## config.mk

```make
export PLATFORM = sky130hd
export DESIGN_NAME = sipo_frame_rx
export DESIGN_NICKNAME = d
export VERILOG_FILES = /design/src/rtl/sipo_frame_rx.sv
export SDC_FILE = /design/constraint.sdc
export NUM_CORES = 1
export LEC_CHECK = 0
export ABC_AREA = 0
export CAP_MARGIN = 15
export CORE_AREA = 2 2 39 41
export CTS_CLUSTER_DIAMETER = 80
export DETAILED_ROUTE_END_ITERATION = 10
export DIE_AREA = 0 0 41 43
export DONT_BUFFER_PORTS = 1
export GPL_TIMING_DRIVEN = 0
export PLACE_DENSITY = 0.79
export SLEW_MARGIN = 10
export SYNTH_ARGS = -nofsm -noshare
export SYNTH_HDL_FRONTEND = slang
export SYNTH_SLANG_ARGS = --single-unit
```

## constraint.sdc

```tcl
create_clock -name clk -period 2.1 [get_ports clk]
set_input_delay 0.21 -clock clk [delete_from_list [all_inputs] [get_ports clk]]
set_output_delay 0.21 -clock clk [all_outputs]
set_load 0.02 [all_outputs]
```

## src/rtl/sipo_frame_rx.sv

```systemverilog
// Serial-to-parallel frame receiver.
// Rebuilds LSB-first words from an upstream right-shift PISO. A start marker
// qualified by bit_valid frames each word. Completed words are held in an
// output register with a valid/ready handshake. Dropped words set a sticky
// overrun flag, and a restart in the middle of a word pulses frame_err.
module sipo_frame_rx #(
  parameter  int WIDTH = 4,
  localparam int CNT_W = $clog2(WIDTH + 1)
) (
  input  logic             clk,
  input  logic             rst,
  input  logic             serial_in,
  input  logic             bit_valid,
  input  logic             frame_start,
  input  logic             out_ready,
  input  logic             ovr_clr,
  output logic [WIDTH-1:0] parallel_out,
  output logic             out_valid,
  output logic             busy,
  output logic [CNT_W-1:0] bit_count,
  output logic             overrun,
  output logic             frame_err
);

  localparam logic [0:0] IDLE  = 1'b0;
  localparam logic [0:0] SHIFT = 1'b1;

  logic [0:0]       state;
  logic [WIDTH-1:0] shift_reg;

  // Next-state signals shared by the sequential blocks below.
  logic             start;       // bit_valid with frame_start: begin a new word
  logic             accept;      // this bit joins the word being assembled
  logic             restart;     // a partial word is abandoned by a new start
  logic [WIDTH-1:0] shift_next;
  logic [CNT_W-1:0] count_next;
  logic             complete;    // this edge accepts the WIDTH-th bit
  logic             consume;     // downstream takes the held word
  logic             load;        // completed word goes into the output register
  logic             drop;        // completed word has nowhere to go

  // Decode this cycle's framing and handshake events.
  always_comb begin
    // NOTE: every signal gets a default first so no path leaves it unassigned, which would infer a latch.
    start      = 1'b0;
    accept     = 1'b0;
    restart    = 1'b0;
    shift_next = shift_reg;
    count_next = bit_count;
    complete   = 1'b0;
    consume    = out_valid && out_ready;
    load       = 1'b0;
    drop       = 1'b0;

    if (bit_valid) begin
      start   = frame_start;
      accept  = frame_start || (state == SHIFT);
      restart = frame_start && (state == SHIFT);
    end

    if (start) begin
      // The new first bit enters the MSB. Any partial word already in the
      // register is discarded, so its bits cannot leak into the new word.
      shift_next = {serial_in, {(WIDTH-1){1'b0}}};
      count_next = CNT_W'(1);
    end else if (accept) begin
      // Right shift. After WIDTH accepts, the first bit sits at bit 0.
      shift_next = {serial_in, shift_reg[WIDTH-1:1]};
      count_next = bit_count + CNT_W'(1);
    end

    complete = accept && (count_next == CNT_W'(WIDTH));

    if (complete) begin
      if (!out_valid || out_ready) load = 1'b1;
      else                         drop = 1'b1;
    end
  end

  // Framing state, shift register and bit counter.
  always_ff @(posedge clk or negedge rst) begin
    if (!rst) begin
      state     <= IDLE;
      // NOTE: the shift register is a handful of flops, not a memory array, so it is reset for clean and deterministic state.
      shift_reg <= '0;
      bit_count <= '0;
    end else begin
      // NOTE: non-blocking assignments keep every register updating from pre-edge values.
      if (complete) begin
        state     <= IDLE;
        shift_reg <= shift_next;
        bit_count <= '0;
      end else if (accept) begin
        state     <= SHIFT;
        shift_reg <= shift_next;
        bit_count <= count_next;
      end
    end
  end

  // Output register with a valid/ready handshake. It does not move while a
  // word waits to be consumed.
  always_ff @(posedge clk or negedge rst) begin
    if (!rst) begin
      parallel_out <= '0;
      out_valid    <= 1'b0;
    end else begin
      if (load) begin
        parallel_out <= shift_next;
        out_valid    <= 1'b1;
      end else if (consume) begin
        out_valid    <= 1'b0;
      end
    end
  end

  // Status flags. Overrun is sticky, and a drop beats a clear on the same edge.
  always_ff @(posedge clk or negedge rst) begin
    if (!rst) begin
      overrun   <= 1'b0;
      frame_err <= 1'b0;
    end else begin
      overrun   <= drop || (overrun && !ovr_clr);
      frame_err <= restart;
    end
  end

  assign busy = (state == SHIFT);

endmodule

```

==> metrics, run 1 <==
synth unique cells=29; unrepaired setup endpoints after global routing=false; hold buffer count at cts=1; max-cap violations=0; Sink Count=15; #FFs+latches synth=15; Yosys Warn Count=0; Final Setup Violations=0; cell taking the most area after synthesis=dfrtp_1; wire per inst=14.9 um; die width=41 um; gpl congestion=0.768; Final ANT Viol Nets=0; pwr dens=1290 nW/um^2; Leakage=0.000355 uW; status=finished clean; Final Skew=0.000640 ns; number of detailed-route iterations in the first pass=4; insertion delay to the later sink of the worst-skew pair=0.28 ns; Nets=73; Mean Syn Cell Area=12.1 um^2; routing usage on met2=22.8%; Residual DRC=0; CP Launch Type=flip-flop; Initial Util=50.6%; WHS=0.0784 ns; core area=1380 um^2; final core occ=55.4%; period utilization=87.4%; die height=43 um; initial antenna violation count=0; element type at the critical path end=flip-flop; Synth Area in Compound Gates=12.3%; via count=457; Starting DRT DRC Count=6; area of the multi-input gates=294 um^2; grt met3 use=4.71%; GRT busiest layer=met1; Post-Route WL=1190 um; GR met1 Demand/Resource=23.4%; largest net degree at the start of global routing=16; I/O pins=18; Clock Path Buffers=2; GRT Total Usage=16.3%; register area=375 um^2; Resize count post-CTS=0; Synth Net Count=66; Detail Placement HPWL=856 um; Final min period=1.84 ns; worst-path fanout max=6; grt ovf=0; final hold vios=0; Gate Count Post-Synth=58; clk slew on worst S/H paths=0.09 ns; vias in the first global route=460; setup TNS=0 ns; Row Count=14; clock root cell=clkbuf_4; CP Launch Point=bit_count[0]$_DFFE_PN0P_; max-slew violations=0; ANT cells=0; Setup Buffers After CTS=0; buffers added on ports=0; vias per cell=5.71; Die Area=1760 um^2; fillers=125; fraction of layout cells with a size suffix above 1=21.9%; Hold Crit Class=primary input to flip-flop; reg-to-reg startpoint=bit_count[0]$_DFFE_PN0P_; actual slew at the worst max-slew pin=0.654 ns; commonest cells after routing, fill and taps aside=dfrtp_1, nand3_1, inv_1, mux2_4; min-delay src=frame_start; peak supply drop=0.670 mV; Max transition margin=56.3%; Hold Crit Depth=1; fmax=545 MHz; H-Tree Depth=1; Layout area overhead=9.46%; mapped cell area=701 um^2; top post-synthesis cells by area=dfrtp_1, mux2_4, nand3_1; xor-xnor portion of the synthesized cell area=1.25%; Synth top area share=53.6%; CTS tree=done; first-pass GRT wire length=1960 um; multiplexer area fraction after synthesis=10.2%; commonest non-fill, non-tap cell in the layout=dfrtp_1; largest family of logic cells by synthesized area=simple AND/OR/NAND/NOR gates; WP data arrival=2.01 ns; Reg2Reg Depth=4; sequential area share after synthesis=53.6%; CP Data Required Time=2.28 ns; CP Class=flip-flop to flip-flop; cts bufs inserted=3; Synth Area in Adders=1.79%; simple-gate share of the synthesized area=16.4%
-- synth_stat cells --
| cell type | number |
|---|---|
| and3b_1 | 1 |
| mux2_2 | 1 |
| dfrtp_1 | 15 |
| mux2_4 | 4 |
| nand2b_1 | 1 |
| nand2_1 | 1 |
| and4_4 | 1 |
| o2bb2ai_1 | 1 |
| nor2b_1 | 1 |
| buf_2 | 1 |
| buf_4 | 1 |
| and2b_1 | 1 |
| o21ai_1 | 1 |
| xor2_1 | 1 |
| or3b_1 | 1 |
| nor2_1 | 1 |
| and3_2 | 1 |
| and4bb_1 | 1 |
| inv_1 | 5 |
| o221ai_1 | 2 |
| a311o_1 | 1 |
| nand3_1 | 6 |
| o21ai_0 | 3 |
| a21oi_1 | 1 |
| o22ai_1 | 1 |
| a22o_2 | 1 |
| a22o_1 | 1 |
| ha_1 | 1 |
| or3b_2 | 1 |
-- metrics by stage --
stage                     area [um^2]  worst slack [ns]  std cells  power [uW]
after floorplan                   701             0.375         58         766
after global placement            721             0.282         74         814
after detailed placement          721             0.268         74         825
after CTS                         757             0.250         79         994
after global routing              767             0.175         80        1060
final                             767             0.264         80         990
-- area by class of cell --
class | instances | share of cell area (%)
multi-input cells | 36 | 38.3
plain buffers | 2 | 1.63
well taps | 16 | 2.61
flip-flops and latches | 15 | 48.9
clock buffers | 4 | 3.43
repair buffers | 2 | 2.61
inverters | 5 | 2.45
-- worst paths after layout --
kind	slack [ns]	endpoint
max in group asynchronous	1.30	overrun$_DFF_PN0_
worst max-delay path	0.26	parallel_out[1]$_DFFE_PN0P_
worst min register to register	0.54	shift_reg[3]$_DFFE_PN0P_
worst min-delay path	0.08	busy$_DFFE_PN0P_
min in group asynchronous	0.39	frame_err$_DFF_PN0_
worst max register to register	0.26	parallel_out[1]$_DFFE_PN0P_
-- power breakdown --
| part | internal [uW] | leakage (uW) | switching, uW |
|---|---|---|---|
| sequential | 373 | 0.000193 | 163 |
| clock | 73.8 | 0.0000150 | 93.3 |
| combinational | 153 | 0.000147 | 134 |
| total | 600 | 0.000355 | 390 |
-- cells by family after synthesis --
group,Yosys count
xor gates and xnor gates,1
DFF,15
and+or+nand+nor,17
buffers and inverters,7
adders and majority gates,1
AOI/OAI and AO/OA,12
muxes,5
-- layer usage --
| layer | share of wire [%] | routed length (um) |
|---|---|---|
| met1 | 48 | 576 |
| met2 | 46 | 543 |
| met3 | 4.5 | 54 |
| met5 | 0 | 0 |
| met4 | 1.2 | 14 |
-- worst max-delay path: stages, from the launching register on --
cell and delay [ns]:
dfrtp_1 0.51, ha_1 0.35, and2b_1 0.26, and4_4 0.30, mux2_4 0.31
No activity file was read; power rests on OpenSTA's default activity.
==> run 2, diff against run 1 <==
--- a/config.mk
+++ b/config.mk
@@ -7,13 +7,12 @@
 export LEC_CHECK = 0
 export ABC_AREA = 0
 export CAP_MARGIN = 15
-export CORE_AREA = 2 2 39 41
+export CORE_UTILIZATION = 52
 export CTS_CLUSTER_DIAMETER = 80
 export DETAILED_ROUTE_END_ITERATION = 10
-export DIE_AREA = 0 0 41 43
 export DONT_BUFFER_PORTS = 1
 export GPL_TIMING_DRIVEN = 0
-export PLACE_DENSITY = 0.79
+export PLACE_DENSITY = 0.81
 export SLEW_MARGIN = 10
 export SYNTH_ARGS = -nofsm -noshare
 export SYNTH_HDL_FRONTEND = slang
==> constraint.sdc (replaced) <==
create_clock -name clk -period 1.57 [get_ports clk]
set_input_delay 0.157 -clock clk [delete_from_list [all_inputs] [get_ports clk]]
set_output_delay 0.157 -clock clk [all_outputs]
set_load 0.02 [all_outputs]
==> metrics, run 2 (same netlist as run 1, synthesis figures left out) <==
Max transition margin=55.6%; grt ovf=0; peak supply drop=1.15 mV; Detail Placement HPWL=867 um; Comb pwr share=34.1%; CTS tree=done; Final min period=1.67 ns; Nets=75; fmax=600 MHz; Crit-path slowest cell=dfrtp_2; vias per cell=6.14; Row Count=12; vias in the first global route=463; CP Cell Sequence=ha_4, and2b_2, and4_4, mux2_4; via count=491; Worst Setup Slack, final=-0.0953 ns; Layout area overhead=14.6%; period utilization=106%; H-Tree Depth=1; Final ANT Viol Nets=0; max-cap violations=0; Leakage=0.000363 uW; Switching Fraction=38.6%; first-pass GRT wire length=2010 um; max incr delay on CP=0.49 ns; Psw=557 uW; die height=38.7 um; largest net degree at the start of global routing=16; unrepaired setup endpoints after global routing=true; status=finished, violations left; commonest non-fill, non-tap cell in the layout=dfrtp_1; P_int=887 uW; worst-path fanout max=4; Crit path max-delay family=simple AND/OR/NAND/NOR gates; insertion delay to the later sink of the worst-skew pair=0.27 ns; Initial Util=59.8%; CP bufs+invs=0; total design power=1440 uW; commonest cells after routing, fill and taps aside=dfrtp_1, nand3_1, inv_1, mux2_4; die width=38.7 um; clock root cell=clkbuf_4; core area=1170 um^2; GRT Total Usage=21.0%; Residual DRC=0; clk slew on worst S/H paths=0.09 ns; Clk network pwr share=14.9%; fraction of layout cells with a size suffix above 1=31.8%; Final Setup Violations=6; CP Launch Type=flip-flop; Sink Count=15; cts bufs inserted=3; failing checks=setup timing; max-slew violations=0; ANT cells=0; I/O pins=18; wire per inst=16.3 um; initial antenna violation count=0; Clock Path Buffers=2; CP Data Required Time=1.73 ns; Hold Crit Class=primary input to flip-flop; gpl congestion=0.764; Final Skew=0.00249 ns; element type at the critical path end=flip-flop; sequential power share=51.0%; Die Area=1500 um^2; final hold vios=0; pre-CTS WS=-0.128 ns; Post-Route WL=1300 um; number of detailed-route iterations in the first pass=4; buffers added on ports=0; Starting DRT DRC Count=9; WP data arrival=1.83 ns; pwr dens=1800 nW/um^2; CP Class=flip-flop to flip-flop; actual slew at the worst max-slew pin=0.663 ns
## run 2: area by class of cell
cell class / count / area (um^2)
inverter: 5 / 18.8
buffer: 2 / 12.5
multi-input combinational: 36 / 315
tap: 14 / 17.5
timing repair buffer: 4 / 35.0
clock buffer: 4 / 26.3
fill: 93 / 368
sequential: 15 / 378
## run 2: timing repair
action / 4_1_cts / 5_1_grt
endpoints found under the setup margin: 5 / 5
hold buffers: 2 / 0
hold endpoints to repair: 16 / 0
pin swaps: 1 / 1
resized for setup: 1 / 1
setup buffers: 1 / 1
## run 2: metal layers
metal	global-route usage [%]	vias to the layer above	part of all wire, %
li1	-	223	-
met1	27.2	246	43
met2	30.0	18	47
met3	6.94	4	7.0
met4	12.9	0	2.8
met5	0	-	0
## run 2: final timing paths
kind | from | slack [ns] | end | cells past startpoint
worst max-delay path | bit_count[1]$_DFFE_PN0P_ | -0.1 | parallel_out[3]$_DFFE_PN0P_ | 4
worst min-delay path | frame_start | 0.03 | busy$_DFFE_PN0P_ | 1
worst max register to register | bit_count[1]$_DFFE_PN0P_ | -0.1 | parallel_out[3]$_DFFE_PN0P_ | 4
worst min register to register | shift_reg[2]$_DFFE_PN0P_ | 0.54 | shift_reg[2]$_DFFE_PN0P_ | 1
max in group asynchronous | rst | 0.76 | bit_count[0]$_DFFE_PN0P_ | 1
min in group asynchronous | rst | 0.35 | frame_err$_DFF_PN0_ | 1
## run 2: per-stage QoR
| stage | utilization, % | area, um^2 | TNS, ns | std cells | hold slack (ns) |
|---|---|---|---|---|---|
| after CTS | 67.3 | 788 | -0.383 | 79 | 0.0238 |
| after global routing | 68.6 | 803 | -0.619 | 80 | 0.0139 |
| final | 68.6 | 803 | -0.429 | 80 | 0.0288 |
| after floorplan | - | 716 | -0.157 | 58 | -0.139 |
| after detailed placement | 62.6 | 733 | -0.579 | 72 | -0.138 |
| after global placement | 62.6 | 733 | -0.450 | 72 | -0.138 |
## run 2: power by group through the flow
| stage | clock network, uW | logic, uW | registers, uW |
|---|---|---|---|
| 4_1_cts | 222 | 438 | 734 |
| 6_report | 215 | 492 | 737 |
| 3_3_place_gp | 0 | 373 | 737 |
| 5_1_grt | 237 | 538 | 757 |
| 3_5_place_dp | 0 | 395 | 741 |
| 2_1_floorplan | 0 | 338 | 715 |
==> run 3, diff against run 2 <==
==> constraint.sdc (replaced) <==
create_clock -name clk -period 1.57 [get_ports clk]
set_input_delay 0.3925 -clock clk [delete_from_list [all_inputs] [get_ports clk]]
set_output_delay 0.3925 -clock clk [all_outputs]
set_load 0.02 [all_outputs]
==> metrics, run 3 (same netlist as run 1, synthesis figures left out) <==
status=finished, violations left; failing checks=setup timing; Hold Crit Depth=1; peak supply drop=1.15 mV; placed instance count=72; Starting DRT DRC Count=9; fraction of layout cells with a size suffix above 1=32.3%; Layout area overhead=13.2%; Nets=74; P_int=884 uW; Worst Setup Slack, final=-0.101 ns; commonest cells after routing, fill and taps aside=dfrtp_1, nand3_1, inv_1, mux2_4; cts bufs inserted=3; die height=38.7 um; Initial Util=59.8%; number of detailed-route iterations in the first pass=4; clock root cell=clkbuf_4; largest net degree at the start of global routing=16; actual slew at the worst max-slew pin=0.659 ns; Detail Placement HPWL=867 um; H-Tree Depth=1; reg-to-reg startpoint=bit_count[1]$_DFFE_PN0P_; final hold vios=0; WHS=0.205 ns; Final ANT Viol Nets=0; period utilization=106%; total design power=1440 uW; CP Cell Sequence=ha_4, and2b_2, and4_4, mux2_4; die width=38.7 um; reg2reg setup slack=-0.10 ns; Row Count=12; Leakage=0.000359 uW; Reg2Reg Depth=4; unrepaired setup endpoints after global routing=true; clk slew on worst S/H paths=0.09 ns; buffers added on ports=0; Clk network pwr share=15.0%; CP Class=flip-flop to flip-flop; pwr dens=1820 nW/um^2; initial antenna violation count=0; sequential power share=51.3%; Die Area=1500 um^2; CP Launch Type=flip-flop; I/O pins=18; Switching Fraction=38.6%; element type at the critical path end=flip-flop; Layout Cells excl Fill=79; Final Skew=0.00396 ns; grt ovf=0; Residual DRC=0; wire per inst=16.3 um; CP Data Required Time=1.74 ns; via count=500; Sink Count=15; R2R Path End=parallel_out[3]$_DFFE_PN0P_; Post-Route WL=1290 um; vias per cell=6.33; min-delay src=ovr_clr; ANT cells=0; Max transition margin=55.9%; GRT Total Usage=20.8%; Crit-path slowest cell=dfrtp_2; core area=1170 um^2; Comb pwr share=33.7%; Final Setup Violations=6; WP data arrival=1.84 ns; max-cap violations=0; commonest non-fill, non-tap cell in the layout=dfrtp_1; insertion delay to the later sink of the worst-skew pair=0.28 ns; Clock Path Buffers=2; gpl congestion=0.764; max-slew violations=0; vias in the first global route=449; max incr delay on CP=0.49 ns; worst-path fanout max=4; Hold Path End=overrun$_DFF_PN0_; first-pass GRT wire length=1980 um; Hold Crit Class=primary input to flip-flop; Psw=556 uW; Final min period=1.67 ns; fmax=599 MHz; CTS tree=done
## run 3: cell types whose count changed in the layout (fill, tap and decap cells not counted)
cell | before | now
dlygate4sd3_1 | 2 | 1
## run 3: area by class of cell
class                   count  area, um^2
inverters                   5        18.8
repair buffers              3        25.0
multi-input cells          36         315
flip-flops and latches     15         378
clock buffers               4        26.3
well taps                  14        17.5
plain buffers               2        12.5
fillers                    95         378
## run 3: worst max-delay path, delay by kind of cell (launching register included)
kind          cells  cell delay, ns
fa+ha+maj         1            0.26
mux               1            0.31
flops             1            0.49
simple gates      2            0.50
## run 3: repair_timing
action	in CTS	in global routing
pin swaps	1	1
cloned	0	0
setup endpoints to repair	5	5
resized for setup	1	1
hold endpoints to repair	15	0
hold buffers	1	0
buffers inserted	1	1
## run 3: power by group through the flow
| stage | clock network (uW) | registers [uW] | logic (uW) |
|---|---|---|---|
| floorplan | 0 | 715 | 338 |
| global placement | 0 | 737 | 373 |
| detailed placement | 0 | 741 | 395 |
| CTS | 222 | 734 | 436 |
| global route | 237 | 757 | 536 |
| finish | 216 | 739 | 485 |
## run 3: through the flow
step	setup TNS [ns]	worst slack [ns]	utilization, %	instance area [um^2]
6_report	-0.460	-0.101	67.7	793
2_1_floorplan	-0.157	-0.0393	-	716
5_1_grt	-0.619	-0.123	67.7	793
3_5_place_dp	-0.579	-0.128	62.6	733
3_3_place_gp	-0.450	-0.108	62.6	733
4_1_cts	-0.383	-0.0988	66.5	778
## run 3: how the worst max path moves through the flow
stage,start,to,slack [ns],cells past startpoint
2_1_floorplan,bit_count[1]$_DFFE_PN0P_,parallel_out[0]$_DFFE_PN0P_,-0.04,4
3_3_place_gp,bit_count[1]$_DFFE_PN0P_,parallel_out[3]$_DFFE_PN0P_,-0.11,4
3_5_place_dp,bit_count[1]$_DFFE_PN0P_,parallel_out[1]$_DFFE_PN0P_,-0.13,4
4_1_cts,bit_count[1]$_DFFE_PN0P_,parallel_out[3]$_DFFE_PN0P_,-0.1,4
5_1_grt,bit_count[1]$_DFFE_PN0P_,parallel_out[3]$_DFFE_PN0P_,-0.12,4
6_report,bit_count[1]$_DFFE_PN0P_,parallel_out[3]$_DFFE_PN0P_,-0.10,4
## run 3: routing by layer
layer | GRT usage, % | wire length, um
met1 | 27.2 | 568
met2 | 29.2 | 585
met3 | 6.94 | 86
met4 | 12.9 | 51
met5 | 0 | 0
